$ cat config.mk
export PLATFORM = sky130hd
export DESIGN_NAME = prio_arbiter_rr
export DESIGN_NICKNAME = d
export VERILOG_FILES = /design/src/rtl/prio_arbiter_rr.sv
export SDC_FILE = /design/constraint.sdc
export NUM_CORES = 1
export LEC_CHECK = 0
export ABC_AREA = 0
export CAP_MARGIN = 10
export CORE_UTILIZATION = 45
export DETAILED_ROUTE_END_ITERATION = 6
export GPL_TIMING_DRIVEN = 0
export PLACE_DENSITY = 0.73
export SETUP_SLACK_MARGIN = 0.4
export SYNTH_ARGS = -nofsm -noshare
export SYNTH_HDL_FRONTEND = slang
export SYNTH_SLANG_ARGS = --single-unit
$ cat constraint.sdc
create_clock -name clk -period 4 [get_ports clk]
set_clock_uncertainty 0.1 [all_clocks]
set_input_delay 0.6 -clock clk [delete_from_list [all_inputs] [get_ports clk]]
set_output_delay 0.6 -clock clk [all_outputs]
set_load 0.03 [all_outputs]
$ cat src/rtl/prio_arbiter_rr.sv
// prio_arbiter_rr: registered N-input arbiter with runtime-selectable fixed-priority or
// round-robin winner selection, valid/ready grant handshake and grant hold under backpressure.
//
// Ports:
//   clk        rising-edge clock
//   rst_n      synchronous active-low reset
//   req        level requests, bit k = requester k
//   rr_mode    0 = fixed priority (highest index wins), 1 = round-robin
//   out_ready  downstream accepts the current grant
//   out_valid  a grant is presented
//   out_idx    index of the granted requester (kept when out_valid=0)
//   grant      one-hot copy of out_idx, zero when out_valid=0
//   any_req    registered |req from the previous cycle
//   timeout    (ARB_TIMEOUT_EN only) one-cycle pulse when a held grant is abandoned
//
// Optional feature macro: ARB_TIMEOUT_EN. When defined, a grant held for TIMEOUT cycles
// without acceptance is dropped and the stuck requester loses round-robin priority.
module prio_arbiter_rr #(
    parameter int unsigned N       = 8,
    parameter int unsigned TIMEOUT = 16,
    localparam int unsigned IW     = $clog2(N)
) (
    input  logic          clk,
    input  logic          rst_n,
    input  logic [N-1:0]  req,
    input  logic          rr_mode,
    input  logic          out_ready,
    output logic          out_valid,
    output logic [IW-1:0] out_idx,
    output logic [N-1:0]  grant,
`ifdef ARB_TIMEOUT_EN
    output logic          timeout,
`endif
    output logic          any_req
);

    if (N < 2) begin : g_bad_n
        $error("prio_arbiter_rr: N must be >= 2");
    end
    if (TIMEOUT < 1) begin : g_bad_timeout
        $error("prio_arbiter_rr: TIMEOUT must be >= 1");
    end

    localparam logic [0:0] StIdle = 1'b0;
    localparam logic [0:0] StHold = 1'b1;

    logic [0:0]    state_q, state_d;
    logic          out_valid_q, out_valid_d;
    logic [IW-1:0] out_idx_q, out_idx_d;
    logic [N-1:0]  grant_q, grant_d;
    logic [IW-1:0] last_q, last_d;
    logic          any_req_q, any_req_d;

`ifdef ARB_TIMEOUT_EN
    localparam int unsigned CW = $clog2(TIMEOUT + 1);
    logic [CW-1:0] cnt_q, cnt_d;
    logic          timeout_q, timeout_d;
`endif

    logic          req_any;
    logic          handshake;
    logic [IW-1:0] ptr;
    logic [IW-1:0] win_idx;

    assign req_any   = |req;
    assign handshake = (state_q == StHold) && out_ready;

    // On a handshake the pointer used for the next winner is the index just accepted,
    // so back-to-back grants already see the updated round-robin position.
    assign ptr = handshake ? out_idx_q : last_q;

    always_comb begin
        int unsigned k;
        win_idx = '0;
        k       = 0;
        if (!rr_mode) begin
            // Ascending scan: the last hit is the highest set index.
            for (int i = 0; i < int'(N); i++) begin
                if (req[i]) win_idx = IW'(i);
            end
        end else begin
            // Descending offset scan: the last hit is the nearest index after ptr.
            for (int unsigned off = N; off >= 1; off--) begin
                k = (32'(ptr) + off) % N;
                if (req[k[IW-1:0]]) win_idx = k[IW-1:0];
            end
        end
    end

    always_comb begin
        state_d     = state_q;
        out_valid_d = out_valid_q;
        out_idx_d   = out_idx_q;
        grant_d     = grant_q;
        last_d      = last_q;
        any_req_d   = req_any;
`ifdef ARB_TIMEOUT_EN
        cnt_d       = cnt_q;
        timeout_d   = 1'b0;
`endif
        unique case (state_q)
            StIdle: begin
                if (req_any) begin
                    state_d     = StHold;
                    out_valid_d = 1'b1;
                    out_idx_d   = win_idx;
                    grant_d     = N'(1) << win_idx;
`ifdef ARB_TIMEOUT_EN
                    cnt_d       = '0;
`endif
                end
            end
            StHold: begin
                if (out_ready) begin
                    last_d = out_idx_q;
                    if (req_any) begin
                        out_idx_d = win_idx;
                        grant_d   = N'(1) << win_idx;
`ifdef ARB_TIMEOUT_EN
                        cnt_d     = '0;
`endif
                    end else begin
                        state_d     = StIdle;
                        out_valid_d = 1'b0;
                        grant_d     = '0;
                    end
                end
`ifdef ARB_TIMEOUT_EN
                // This stalled cycle is the TIMEOUT-th one: abandon the grant.
                else if (cnt_q == CW'(TIMEOUT - 1)) begin
                    state_d     = StIdle;
                    out_valid_d = 1'b0;
                    grant_d     = '0;
                    last_d      = out_idx_q;
                    timeout_d   = 1'b1;
                end else begin
                    cnt_d = cnt_q + 1'b1;
                end
`endif
            end
            default: state_d = StIdle;
        endcase
    end

    always_ff @(posedge clk) begin
        if (!rst_n) begin
            state_q     <= StIdle;
            out_valid_q <= 1'b0;
            out_idx_q   <= '0;
            grant_q     <= '0;
            last_q      <= IW'(N - 1);
            any_req_q   <= 1'b0;
`ifdef ARB_TIMEOUT_EN
            cnt_q       <= '0;
            timeout_q   <= 1'b0;
`endif
        end else begin
            state_q     <= state_d;
            out_valid_q <= out_valid_d;
            out_idx_q   <= out_idx_d;
            grant_q     <= grant_d;
            last_q      <= last_d;
            any_req_q   <= any_req_d;
`ifdef ARB_TIMEOUT_EN
            cnt_q       <= cnt_d;
            timeout_q   <= timeout_d;
`endif
        end
    end

    assign out_valid = out_valid_q;
    assign out_idx   = out_idx_q;
    assign grant     = grant_q;
    assign any_req   = any_req_q;
`ifdef ARB_TIMEOUT_EN
    assign timeout   = timeout_q;
`endif

endmodule

Yosys cells after proc, flatten, opt, wreduce, memory -nomap -nowiden:

Index checks and enable logic that the tools add are counted.

* register bits: 17
* input port bits: 12
* output and inout port bits: 13
* word-level logic and storage cells: 79

* add/subtract/negate cells: 8
* $lt $le $gt $ge: 8
* equal/unequal tests: 3
* shift-type cells: 1
* multiplexer cells: 47
* bitwise logic cells: 1
* reductions and logical operators: 5

Operator list (number)
* 3-bit two-way mux: 18
* 3-bit by 4-bit < comparator with 1-bit output, second input constant: 8
* 1-bit binary-select mux with 3-bit select: 8
* 8-bit two-way mux: 3
* 8-bit one-hot mux with 2 select lines: 1
* 1-bit two-way mux: 14
* 3-bit adder, second input constant: 4
* 8-bit OR reduction: 1
* 1-bit by 3-bit << shifter with 8-bit output, first input constant: 1
* 3-bit by 1-bit adder with 3-bit output, second input constant: 2
* 3-bit by 2-bit adder with 3-bit output, second input constant: 2
* 2-bit inequality test, second input constant: 3
* 3-bit one-hot mux with 2 select lines: 1
* 1-bit one-hot mux with 2 select lines: 2
* 2-bit AND reduction: 2
* 3-bit AND reduction: 1
* 1-bit logical AND: 1
* 1-bit inverter: 1

Longest topological paths before layout:

* depth after elaboration: 18
* mapped depth: 14

Worst setup path before layout:

Ideal clock, no wire load.

* kind: input to register
* start: input out_ready
* end: register grant_q[5] (netlist: grant[5])
* library setup time: 0.117 ns
* arrival: 3.598 ns
* required time: 3.783 ns
* slack: 0.185 ns
* stages on the path: 13
* path buffers: 3
* path through: buf_4 > and3_4 > nor2_4 > inv_2 > clkbuf_1 > ha_1 > clkbuf_1 > mux4_2 > nand2_1 > o311ai_1 > o41ai_4 > inv_2 > a32o_1

* longest elaborated chain between the ends: 18
* elaborated cells between the ends (all ways): 42

Ends and longest elaborated chain
* from (decl): line 27 `input logic out_ready,`
* 1-bit logical AND: line 66 `assign handshake = (state_q == StHold) && out_ready;`
* 3-bit two-way mux: line 70 `assign ptr = handshake ? out_idx_q : last_q;`
* 3-bit by 1-bit adder with 3-bit output: line 84 `k = (32'(ptr) + off) % N;`
* 1-bit binary-select mux with 3-bit select: line 85 `if (req[k[IW-1:0]]) win_idx = k[IW-1:0];`
* 1-bit two-way mux (not written as such): line 85
* 3-bit two-way mux (8 in series): line 85
* 3-bit two-way mux: line 76 `if (!rr_mode) begin`
* 1-bit by 3-bit << shifter with 8-bit output: line 107, 118
* 8-bit two-way mux: line 116 `if (req_any) begin`
* 8-bit two-way mux: line 114 `if (out_ready) begin`
* 8-bit one-hot mux with 2 select lines: line 101 `unique case (state_q)`
* to (signal assigned): line 161 `grant_q <= grant_d;`
* to (decl): line 50 `logic [N-1:0] grant_q, grant_d;`

Parallel ways exist; a longest one is shown, timed or not. The select of a mux whose other input is x is not followed.
A chain may end at the register's enable or synchronous reset.

Final worst setup path:

* start: input req[3]
* end: register grant_q[6] (netlist: grant[6])

* longest elaborated chain between the ends: 15
* elaborated cells between the ends (all ways): 38

Ends and longest elaborated chain
* from (decl): line 25 `input logic [N-1:0] req,`
* 1-bit binary-select mux with 3-bit select: line 85
* 1-bit two-way mux (not written as such): line 85
* 3-bit two-way mux (8 in series): line 85
* 3-bit two-way mux: line 76
* 1-bit by 3-bit << shifter with 8-bit output: line 107, 118
* 8-bit two-way mux: line 116
* 8-bit two-way mux: line 114
* 8-bit one-hot mux with 2 select lines: line 101

Parallel ways exist; a longest one is shown, timed or not. The select of a mux whose other input is x is not followed.

==> out/qor.txt <==
status: finished, final reports clean
Hold Buf Count CTS: 0
count of state elements after synthesis: 17
clk buf depth: 2
Worst Max-Slew Pin Slew: 995 ps
Multi-input gate area: 1540 um2
share of power burned in registers: 0.231
Slew headroom: 0.331
mean routed wirelength per cell: 18.9 um
worst ir drop on vdd: 295 uV
critical path peak fanout: 7
FF-to-FF path depth: 14
GRT Util Overall: 0.276
Nets: 280
final wirelength: 5990 um
clk_lat worst skew: 250 ps
total global routing overflow: 0
initial antenna violation count: 0
antenna cells: 0
post-synth top area share: 0.183
pwr dens: 382 nW/um2
IO Pins: 25
sequential-to-total area share from yosys stat: 0.183
Post-route DRC: 0
Logic pwr share: 0.623
Port Buffers: 21
share of cells above drive strength 1: 0.226
synthesis-to-finish area growth: 26.9%
clock network power share: 0.146
worst min path class: flip-flop to flip-flop
via count: 2080
RePlAce Congestion: 0.914
core area: 3970 um2
Placed Area: 2140 um2
final period utilization: 0.850
EDFF count, synth: 0
total CTS buffers: 3
CTS Root Cell: clkbuf_8
clock slew seen by the registers of the worst setup and hold paths: 70 ps
DRT antenna net count: 0
CP Launch Point: req[3]
Cell Area, Synth: 1860 um2
ys async rst share: 0
Finished Cell Area: 2360 um2
Synth Flop Type: dfxtp_1
count leader, synth: nand2_1
Avg Cell Area, Syn: 8.01 um2
initial core utilization: 0.468
most frequent cells after synthesis: nand2_1 (21), nand3_1 (20), dfxtp_1 (17)
largest cells by area after synthesis: dfxtp_1 (18%), nand3_1 (5.4%), mux4_2 (4.8%), nand2_1 (4.2%), mux2i_1 (3.8%)
first-pass GRT wire length: 9190 um
MaxCap Viol Count: 0
htree depth: 1
post-synthesis instance total: 232
die width: 66.3 um
endpoints failing hold: 0
Critical Path RT: 4060 ps
power consumption: 902 uW
Yosys cell types: 69
FP Rows: 23
Synthesis Warnings: 0
vias in the first global route: 1857
HPWL Detailed: 4200 um
Vias/cell: 6.58
FF-to-FF Start: state_q$_SDFF_PN0_
Pre-antenna DRT Iters: 5
RSZ-0062 raised after global routing: false
CTS sink cnt: 17
Mapped Nets: 245
WS Path Type: primary input to flip-flop
Sw Share: 0.447
largest net degree at the start of global routing: 11
Int Pwr: 499 uW
final setup violation count: 0
min Tclk post-route: 3400 ps
CTS tree: built
Die Ht: 66.3 um
P_sw: 403 uW
Setup crit end: grant[6]$_SDFFE_PN0P_
WP data arrival: 3460 ps
area leader, netlist: dfxtp_1
Setup TNS: 0 ps
Die ar.: 4390 um2
reg2reg end: grant[4]$_SDFFE_PN0P_
Max Slew Vio Count: 0
Leak Pwr: 0.000870 uW
Crit. End Element: flip-flop
R2R Setup Slk: 670 ps
f_max: 294 MHz
crit start category: primary input
filler instances: 362
FF+latch area: 340 um2
DRT iter0 DRCs: 282
## flip-flops by register name, indices dropped and copies added, names as in the netlist
name       flops
any_req        1
last_q         3
state_q        1
out_valid      1
grant          8
out_idx        3
## stage by stage
step           setup slack (ps)  hold WS (ps)  cells  utilization
2_1_floorplan               441           484    232            -
3_3_place_gp               -491           343    303        0.538
3_5_place_dp               -510           348    303        0.538
4_1_cts                     385           362    310        0.568
5_1_grt                     468           384    316        0.594
6_report                    600           356    316        0.594
## power groups by stage
stage | clock, uW | sequential [uW] | combinational, uW
5_1_grt | 136 | 212 | 594
2_1_floorplan | 0 | 238 | 318
3_5_place_dp | 0 | 211 | 469
3_3_place_gp | 0 | 211 | 466
4_1_cts | 130 | 208 | 502
6_report | 131 | 209 | 562
## what timing repair did
| item | CTS | global route |
|---|---|---|
| hold endpoints to repair | 0 | 0 |
| pin swaps | 5 | 6 |
| setup endpoints to repair | 11 | 10 |
| buffers inserted | 3 | 5 |
| cloned | 0 | 1 |
| resized for setup | 11 | 14 |
## worst max-delay path, cell delays in order
cell             delay, ps
clkdlybuf4s50_1        620
inv_1                  140
a21oi_1                320
or2_1                  240
o2111ai_1              240
a21bo_1                280
a41oi_2                150
o41ai_4                350
buf_4                  200
inv_2                   50
o41ai_2                260
## layout by cell type (no fill, tap or decap), types with 4 or more instances in the layout
| cell type | netlist | layout |
|---|---|---|
| buf_4 | 3 | 10 |
| mux2i_1 | 7 | 6 |
| clkbuf_1 | 7 | 6 |
| a22o_1 | 5 | 5 |
| mux4_2 | 4 | 4 |
| o211ai_1 | 5 | 5 |
| o21ai_1 | 10 | 7 |
| nor2_1 | 15 | 15 |
| o31ai_1 | 4 | 4 |
| nand2b_1 | 4 | 4 |
| clkbuf_8 | 0 | 4 |
| o21ai_0 | 7 | 7 |
| nand2_1 | 21 | 20 |
| nand3_1 | 20 | 20 |
| clkdlybuf4s50_1 | 0 | 20 |
| a21oi_1 | 12 | 12 |
| and2_1 | 8 | 8 |
| dfxtp_1 | 17 | 17 |
## routing by layer
metal,wire [um],vias to the layer above,track usage
met1,2620,966,0.374
met4,189,0,0.141
met2,2790,111,0.443
met5,0,-,0
li1,-,982,-
met3,387,21,0.0103
## cells by family after synthesis
family / synth area share
mux: 0.114
simple gates: 0.265
xor+xnor: 0.0195
flops: 0.183
compound gates: 0.367
buf+inv: 0.0437
fa+ha+maj: 0.00673
## layout make-up
cell class,instances,share of cell area
Multi-Input combinational cell,198,0.654
Timing Repair Buffer,29,0.112
Tap cell,50,0.0265
Buffer,13,0.0355
Clock buffer,4,0.0191
Inverter,5,0.00796
Sequential cell,17,0.144
## worst min-delay path by stage
stage	from	to	slack, ps	cells after the start
after floorplan	grant[2]$_SDFFE_PN0P_	grant[2]$_SDFFE_PN0P_	480	2
after global placement	grant[2]$_SDFFE_PN0P_	grant[2]$_SDFFE_PN0P_	340	2
after detailed placement	grant[6]$_SDFFE_PN0P_	grant[6]$_SDFFE_PN0P_	350	2
after CTS	grant[2]$_SDFFE_PN0P_	grant[2]$_SDFFE_PN0P_	360	2
after global routing	grant[2]$_SDFFE_PN0P_	grant[2]$_SDFFE_PN0P_	380	2
final	grant[2]$_SDFFE_PN0P_	grant[2]$_SDFFE_PN0P_	360	2
Note: power is estimated with default switching activity, not from simulation.
==> variant 1: new RTL, config.mk and constraints unchanged <==
Register the input `rr_mode` before use. The logic sees it one clock later. The other inputs are not delayed to match.
--- a/src/rtl/prio_arbiter_rr.sv
+++ b/src/rtl/prio_arbiter_rr.sv
@@ -33,6 +33,12 @@
 `endif
     output logic          any_req
 );
+
+    logic rr_mode_q;
+
+    always_ff @(posedge clk) begin
+        rr_mode_q <= rr_mode;
+    end
 
     if (N < 2) begin : g_bad_n
         $error("prio_arbiter_rr: N must be >= 2");
@@ -73,7 +79,7 @@
         int unsigned k;
         win_idx = '0;
         k       = 0;
-        if (!rr_mode) begin
+        if (!rr_mode_q) begin
             // Ascending scan: the last hit is the highest set index.
             for (int i = 0; i < int'(N); i++) begin
                 if (req[i]) win_idx = IW'(i);
Formal check against the unedited RTL: not equivalent (a bounded check fails within 4 cycles, from zero or initial values and one cycle with rst_n low).
==> variant 1 against the original RTL <==
  * Sequential power increased by 4%
  * Die area shrank 7.2%
  * Wire length decreased by 8.0%
  * Synthesized area fell by 7.4%
  * Synthesized cell count fell by 0.86%
  * Non-clock buffer count up 6
  * First-iteration DRC count shrank 31%
  * Global-route usage rose by 0.21 points
  * Final area fell by 3.2%
  * Power increased by 1.1%
  * Sequential cell count up 1
  * Via count is 0.72% lower
  * Setup slack lost 0.11 ns
  * Count of clock-buffer cells in the layout unchanged
  * Largest power group unchanged
  * Highest routed layer unchanged
==> variant 1: results (changes against the original RTL) <==
{| class="wikitable"
! Metric !! Value
|-
| Total track usage || 0.2781 (+0.002077)
|-
| Routed length on met2 || 2601 um (-6.8%)
|-
| Number of library cell types mapped by synthesis || 62 (-10%)
|-
| Dpl hpwl || 3962 um (-5.7%)
|-
| Crit-path max FO || 5 (-2)
|-
| Power density over cell area || 399.1 nW/um2 (+4.4%)
|-
| Register fraction of the total cell area || 0.1578 (+0.01351)
|-
| Worst hold margin || 0.3595 ns (+0.003018 ns)
|-
| WL per Instance || 17.26 um (-8.9%)
|-
| Worst endpoint data arrival time || 3.55 ns (+0.09 ns)
|-
| Met1 global-route usage || 0.3775 (+0.003630)
|-
| Cell types with the largest area share after synthesis || dfxtp_1 21%, nand2_1 6.8%, nand3_1 5.2%
|-
| Final weighted congestion of routability-driven global placement || 0.9778 (+7.0%)
|-
| Result of the run || complete, no violations
|-
| Met1 wire length || 2245 um (-14%)
|-
| Cell area after technology mapping || 1722 um2 (-7.4%)
|-
| Met3 capacity usage during global routing || 0.03571 (+0.02537)
|-
| Global routing usage on met2 || 0.4441 (+0.001547)
|-
| Number of buffers outside the clock class in the layout || 48 (+14%)
|-
| Nets@finish || 286 (+2.1%)
|-
| Xor/xnor share of the synthesized area || 0.01017 (-0.009341)
|-
| Sequential element share of the synthesized area || 0.2093 (+0.02626)
|-
| Launching instance or port of the critical path || out_ready
|-
| Share of layout cells above drive strength 1 || 0.2103 (-0.01523)
|-
| Share of cell area taken by multi-input logic gates || 0.5967 (-0.05740)
|-
| Synthesized Nets || 244 (-0.41%)
|-
| Worst r2r dst || grant[5]
|-
| R2R cell count || 13 (-1)
|-
| Leak pwr || 0.8985 nW (+3.3%)
|-
| Adder-cell share of the synthesized area || 0.01453 (+0.007805)
|-
| Port-buffer cells || 23 (+9.5%)
|-
| Number of filler cells placed in the layout || 326 (-9.9%)
|-
| Post-synth top cells || 31 x nand2_1, 18 x dfxtp_1, 18 x nand3_1, 16 x nor2_1, 15 x a21oi_1
|-
| Detailed router's first-iteration violation count || 194 (-31%)
|-
| Reg-to-reg slack, setup || 0.51 ns (-0.16 ns)
|-
| Final Critical Period || 3.506 ns (+0.1057 ns)
|-
| DP Area || 2036 um2 (-4.7%)
|-
| Count of vias placed by the detailed router || 2065 (-0.72%)
|-
| Final-layout non-clock buffer area share || 0.1852 (+0.03720)
|-
| Multi-Input Combinational || 195 (-1.5%)
|-
| Clock-cell share of area || 0.02411 (+0.005011)
|-
| Met3 Wirelength || 472 um (+22%)
|-
| Non-clock inverter total of the final layout || 6 (+1)
|-
| Via count of the first global-routing pass || 1890 (+1.8%)
|-
| Pre-CTS setup slack || -0.5334 ns (-0.02343 ns)
|-
| Count of sequential standard cells || 18 (+1)
|-
| Hold Startpoint || grant[7]
|-
| Compound-Gate Fraction of Synth Area || 0.3750 (+0.007571)
|}
[variant 1: power by group]
group	internal [mW]	switching (mW)
combinational	0.231	0.315
sequential	0.201	0.0169
clock	0.0874	0.0599
[variant 1: through the flow]
step,power [mW],instances
floorplan,0.5688,230
global placement,0.6994,301
detailed placement,0.6978,301
CTS,0.8815,314
global route,0.9682,319
finish,0.9113,319
[variant 1: critical path, stage by stage]
cell and delay, ns:
buf_6 0.09, buf_6 0.12, nand2_4 0.06, mux2_4 0.34, buf_8 0.14, ha_4 0.15
or3_4 0.36, and2_4 0.17, mux4_2 0.50, nor2b_4 0.16, a221oi_2 0.25, a21oi_2 0.12
o21a_1 0.22, a32o_1 0.26
[variant 1: what timing repair did]
| item | 4_1_cts | 5_1_grt |
|---|---|---|
| setup endpoints to repair | 11 | 11 |
| gates resized for setup | 16 | 11 |
| buffers inserted | 9 | 5 |
| hold endpoints to repair | 0 | 0 |
| pin swaps | 8 | 6 |
==> variant 2: new RTL, config.mk and constraints unchanged <==
Without the edit above. Add a define of `ARB_TIMEOUT_EN`.
--- a/src/rtl/prio_arbiter_rr.sv
+++ b/src/rtl/prio_arbiter_rr.sv
@@ -15,6 +15,8 @@
 //
 // Optional feature macro: ARB_TIMEOUT_EN. When defined, a grant held for TIMEOUT cycles
 // without acceptance is dropped and the stuck requester loses round-robin priority.
+`define ARB_TIMEOUT_EN
+
 module prio_arbiter_rr #(
     parameter int unsigned N       = 8,
     parameter int unsigned TIMEOUT = 16,
New outputs: timeout. Check against the original RTL: not settled (the Yosys comparison gave no result); the edit may change what the design does.
==> variant 2 against the original RTL <==
  * Sequential cell count up 6
  * Die area is 11% higher
  * Sequential power increased by 29%
  * First-iteration DRC count down 33%
  * Cell count grew 12%
  * Setup slack worse by 0.018 ns
  * Synthesized area increased by 12%
  * Final area up 6.1%
  * Via count rose by 6.8%
  * Power up 1.9%
  * Wire length is 3.7% lower
  * Critical path type unchanged
==> variant 2: results (changes against the original RTL) <==
{| class="wikitable"
! Metric !! Value
|-
| Max incr delay on CP || 0.51 ns (-0.11 ns)
|-
| Net switching power of the design || 0.3898 mW (-3.3%)
|-
| Routed length on met2 || 2689 um (-3.7%)
|-
| Uppermost signal routing layer after detailed routing || met4
|-
| Maximum level of the CTS H-tree || 1 (unchanged)
|-
| WL per Instance || 16.28 um (-14%)
|-
| Source-to-sink clock delay at the later pin of the worst-skew pair || 0.26 ns
|-
| Nets@finish || 318 (+14%)
|-
| Via count of the first global-routing pass || 1932 (+4.0%)
|-
| Met1 wire length || 2546 um (-2.7%)
|-
| Total track usage || 0.2367 (-0.03933)
|-
| Count of final max-slew check failures || 0 (unchanged)
|-
| Maximum number of pins on one net before global-route repair || 13 (+2)
|-
| Met3 Wirelength || 438 um (+13%)
|-
| Pre-CTS setup slack || -0.3880 ns (+0.1220 ns)
|-
| Leak pwr || 0.9517 nW (+9.4%)
|-
| Synthesized Nets || 287 (+17%)
|-
| Share of layout cells above drive strength 1 || 0.1689 (-0.05669)
|-
| Path category of the worst min-delay check || reg -> reg
|-
| Count of antenna diodes in the layout || 0 (unchanged)
|-
| Detailed router's first-iteration violation count || 189 (-33%)
|-
| Number of library cell types mapped by synthesis || 68 (-1.4%)
|-
| Number of cells on the worst hold path || 2 (unchanged)
|-
| Max_slew headroom || 0.6314 (+0.3003)
|-
| IR drop worst, VDD || 0.1621 mV (-45%)
|-
| Reg-to-reg slack, setup || 0.60 ns (-0.07 ns)
|-
| Count of vias placed by the detailed router || 2222 (+6.8%)
|-
| Result of the run || complete, no violations
|-
| Number of flip-flops under the largest register name || 8 (unchanged)
|-
| Post-synth top cells || 37 x nand2_1, 23 x dfxtp_1, 23 x nor2_1, 18 x o21ai_0, 16 x nand3_1
|-
| Final weighted congestion of routability-driven global placement || 1.000 (+9.4%)
|-
| Crit-path max FO || 10 (+3)
|-
| Cell with the biggest individual delay on the critical path || or4_4
|-
| Worst r2r dst || grant[0]
|-
| Port-buffer cells || 22 (+4.8%)
|-
| Global-route wire length before repair || 9397 um (+2.3%)
|-
| Number of synthesis warnings || 0 (unchanged)
|-
| Sequential element share of the synthesized area || 0.2214 (+0.03838)
|-
| Dpl hpwl || 4350 um (+3.5%)
|-
| Cell types with the largest area share after synthesis || dfxtp_1 22%, nand2_1 6.7%, o21ai_0 4.3%
|-
| Commonest register cell after synthesis || dfxtp_1
|-
| Reg2Reg Launch Point || out_idx[0]
|-
| Worst endpoint data arrival time || 3.48 ns (+0.02 ns)
|}
-- variant 2: cell count changes after synthesis, moves of 4 or more --
cell,before,now
nand2_1,21,37
o21ai_0,7,18
o21ai_1,10,1
nor2_1,15,23
nand4_1,2,9
dfxtp_1,17,23
buf_6,0,4
inv_1,2,6
nand3_1,20,16
-- variant 2: final cells by class --
type / count / area [um2]
Fill cell: 423 / 1882
Multi-Input combinational cell: 227 / 1562
Sequential cell: 23 / 461.7
Timing Repair Buffer: 26 / 245.2
Buffer: 14 / 91.34
Tap cell: 52 / 65.06
Clock buffer: 4 / 45.04
Inverter: 8 / 32.53
-- variant 2: worst max path at each step --
stage	start	endpoint	slack, ns
2_1_floorplan	out_ready	grant[1]	0.61
3_3_place_gp	out_ready	grant[1]	-0.33
3_5_place_dp	out_ready	grant[1]	-0.39
4_1_cts	out_ready	grant[1]	0.41
5_1_grt	out_idx[0]	grant[0]	0.41
6_report	out_ready	grant[1]	0.58
-- variant 2: per-stage QoR --
step | hold WS [ns] | cells | instance area (um2)
after CTS | 0.3672 | 351 | 2440
final | 0.3618 | 354 | 2502
after global routing | 0.3817 | 354 | 2502
after detailed placement | 0.3508 | 346 | 2365
after floorplan | 0.3597 | 272 | 2079
after global placement | 0.3411 | 346 | 2365
-- variant 2: logic make-up after synthesis --
family / share of synthesized area
AND/OR/NAND/NOR: 0.2936
AO/OA/AOI/OAI: 0.3129
flip-flops: 0.2214
buffers and inverters: 0.05837
multiplexers: 0.08724
adder cells (fa/ha/maj): 0.01805
XOR/XNOR: 0.008425
-- variant 2: metal layers --
layer,GRT usage,vias to the layer above
li1,-,1084
met1,0.3298,1013
met2,0.3846,115
met4,0.08000,0
met5,0,-
met3,0.01876,10
-- variant 2: what timing repair did --
item                                   4_1_cts  5_1_grt
setup buffers                                1        3
endpoints found under the hold margin        0        0
resized for setup                            7       11
pin swaps                                    2        4
setup endpoints to repair                   11       10
-- variant 2: power by group through the flow --
stage          clock, mW  sequential, mW  combinational [mW]
6_report           0.142           0.270               0.508
5_1_grt            0.152           0.272               0.548
4_1_cts            0.143           0.269               0.479
3_5_place_dp           0           0.274               0.466
3_3_place_gp           0           0.274               0.466
2_1_floorplan          0           0.302               0.315
-- variant 2: critical path: cells and delay by family --
kind                       cells  cell delay, ns
buffers and inverters          6            0.72
adders and majority gates      1            0.19
muxes                          1            0.35
and+or+nand+nor                6            1.32
AOI/OAI and AO/OA              2            0.29
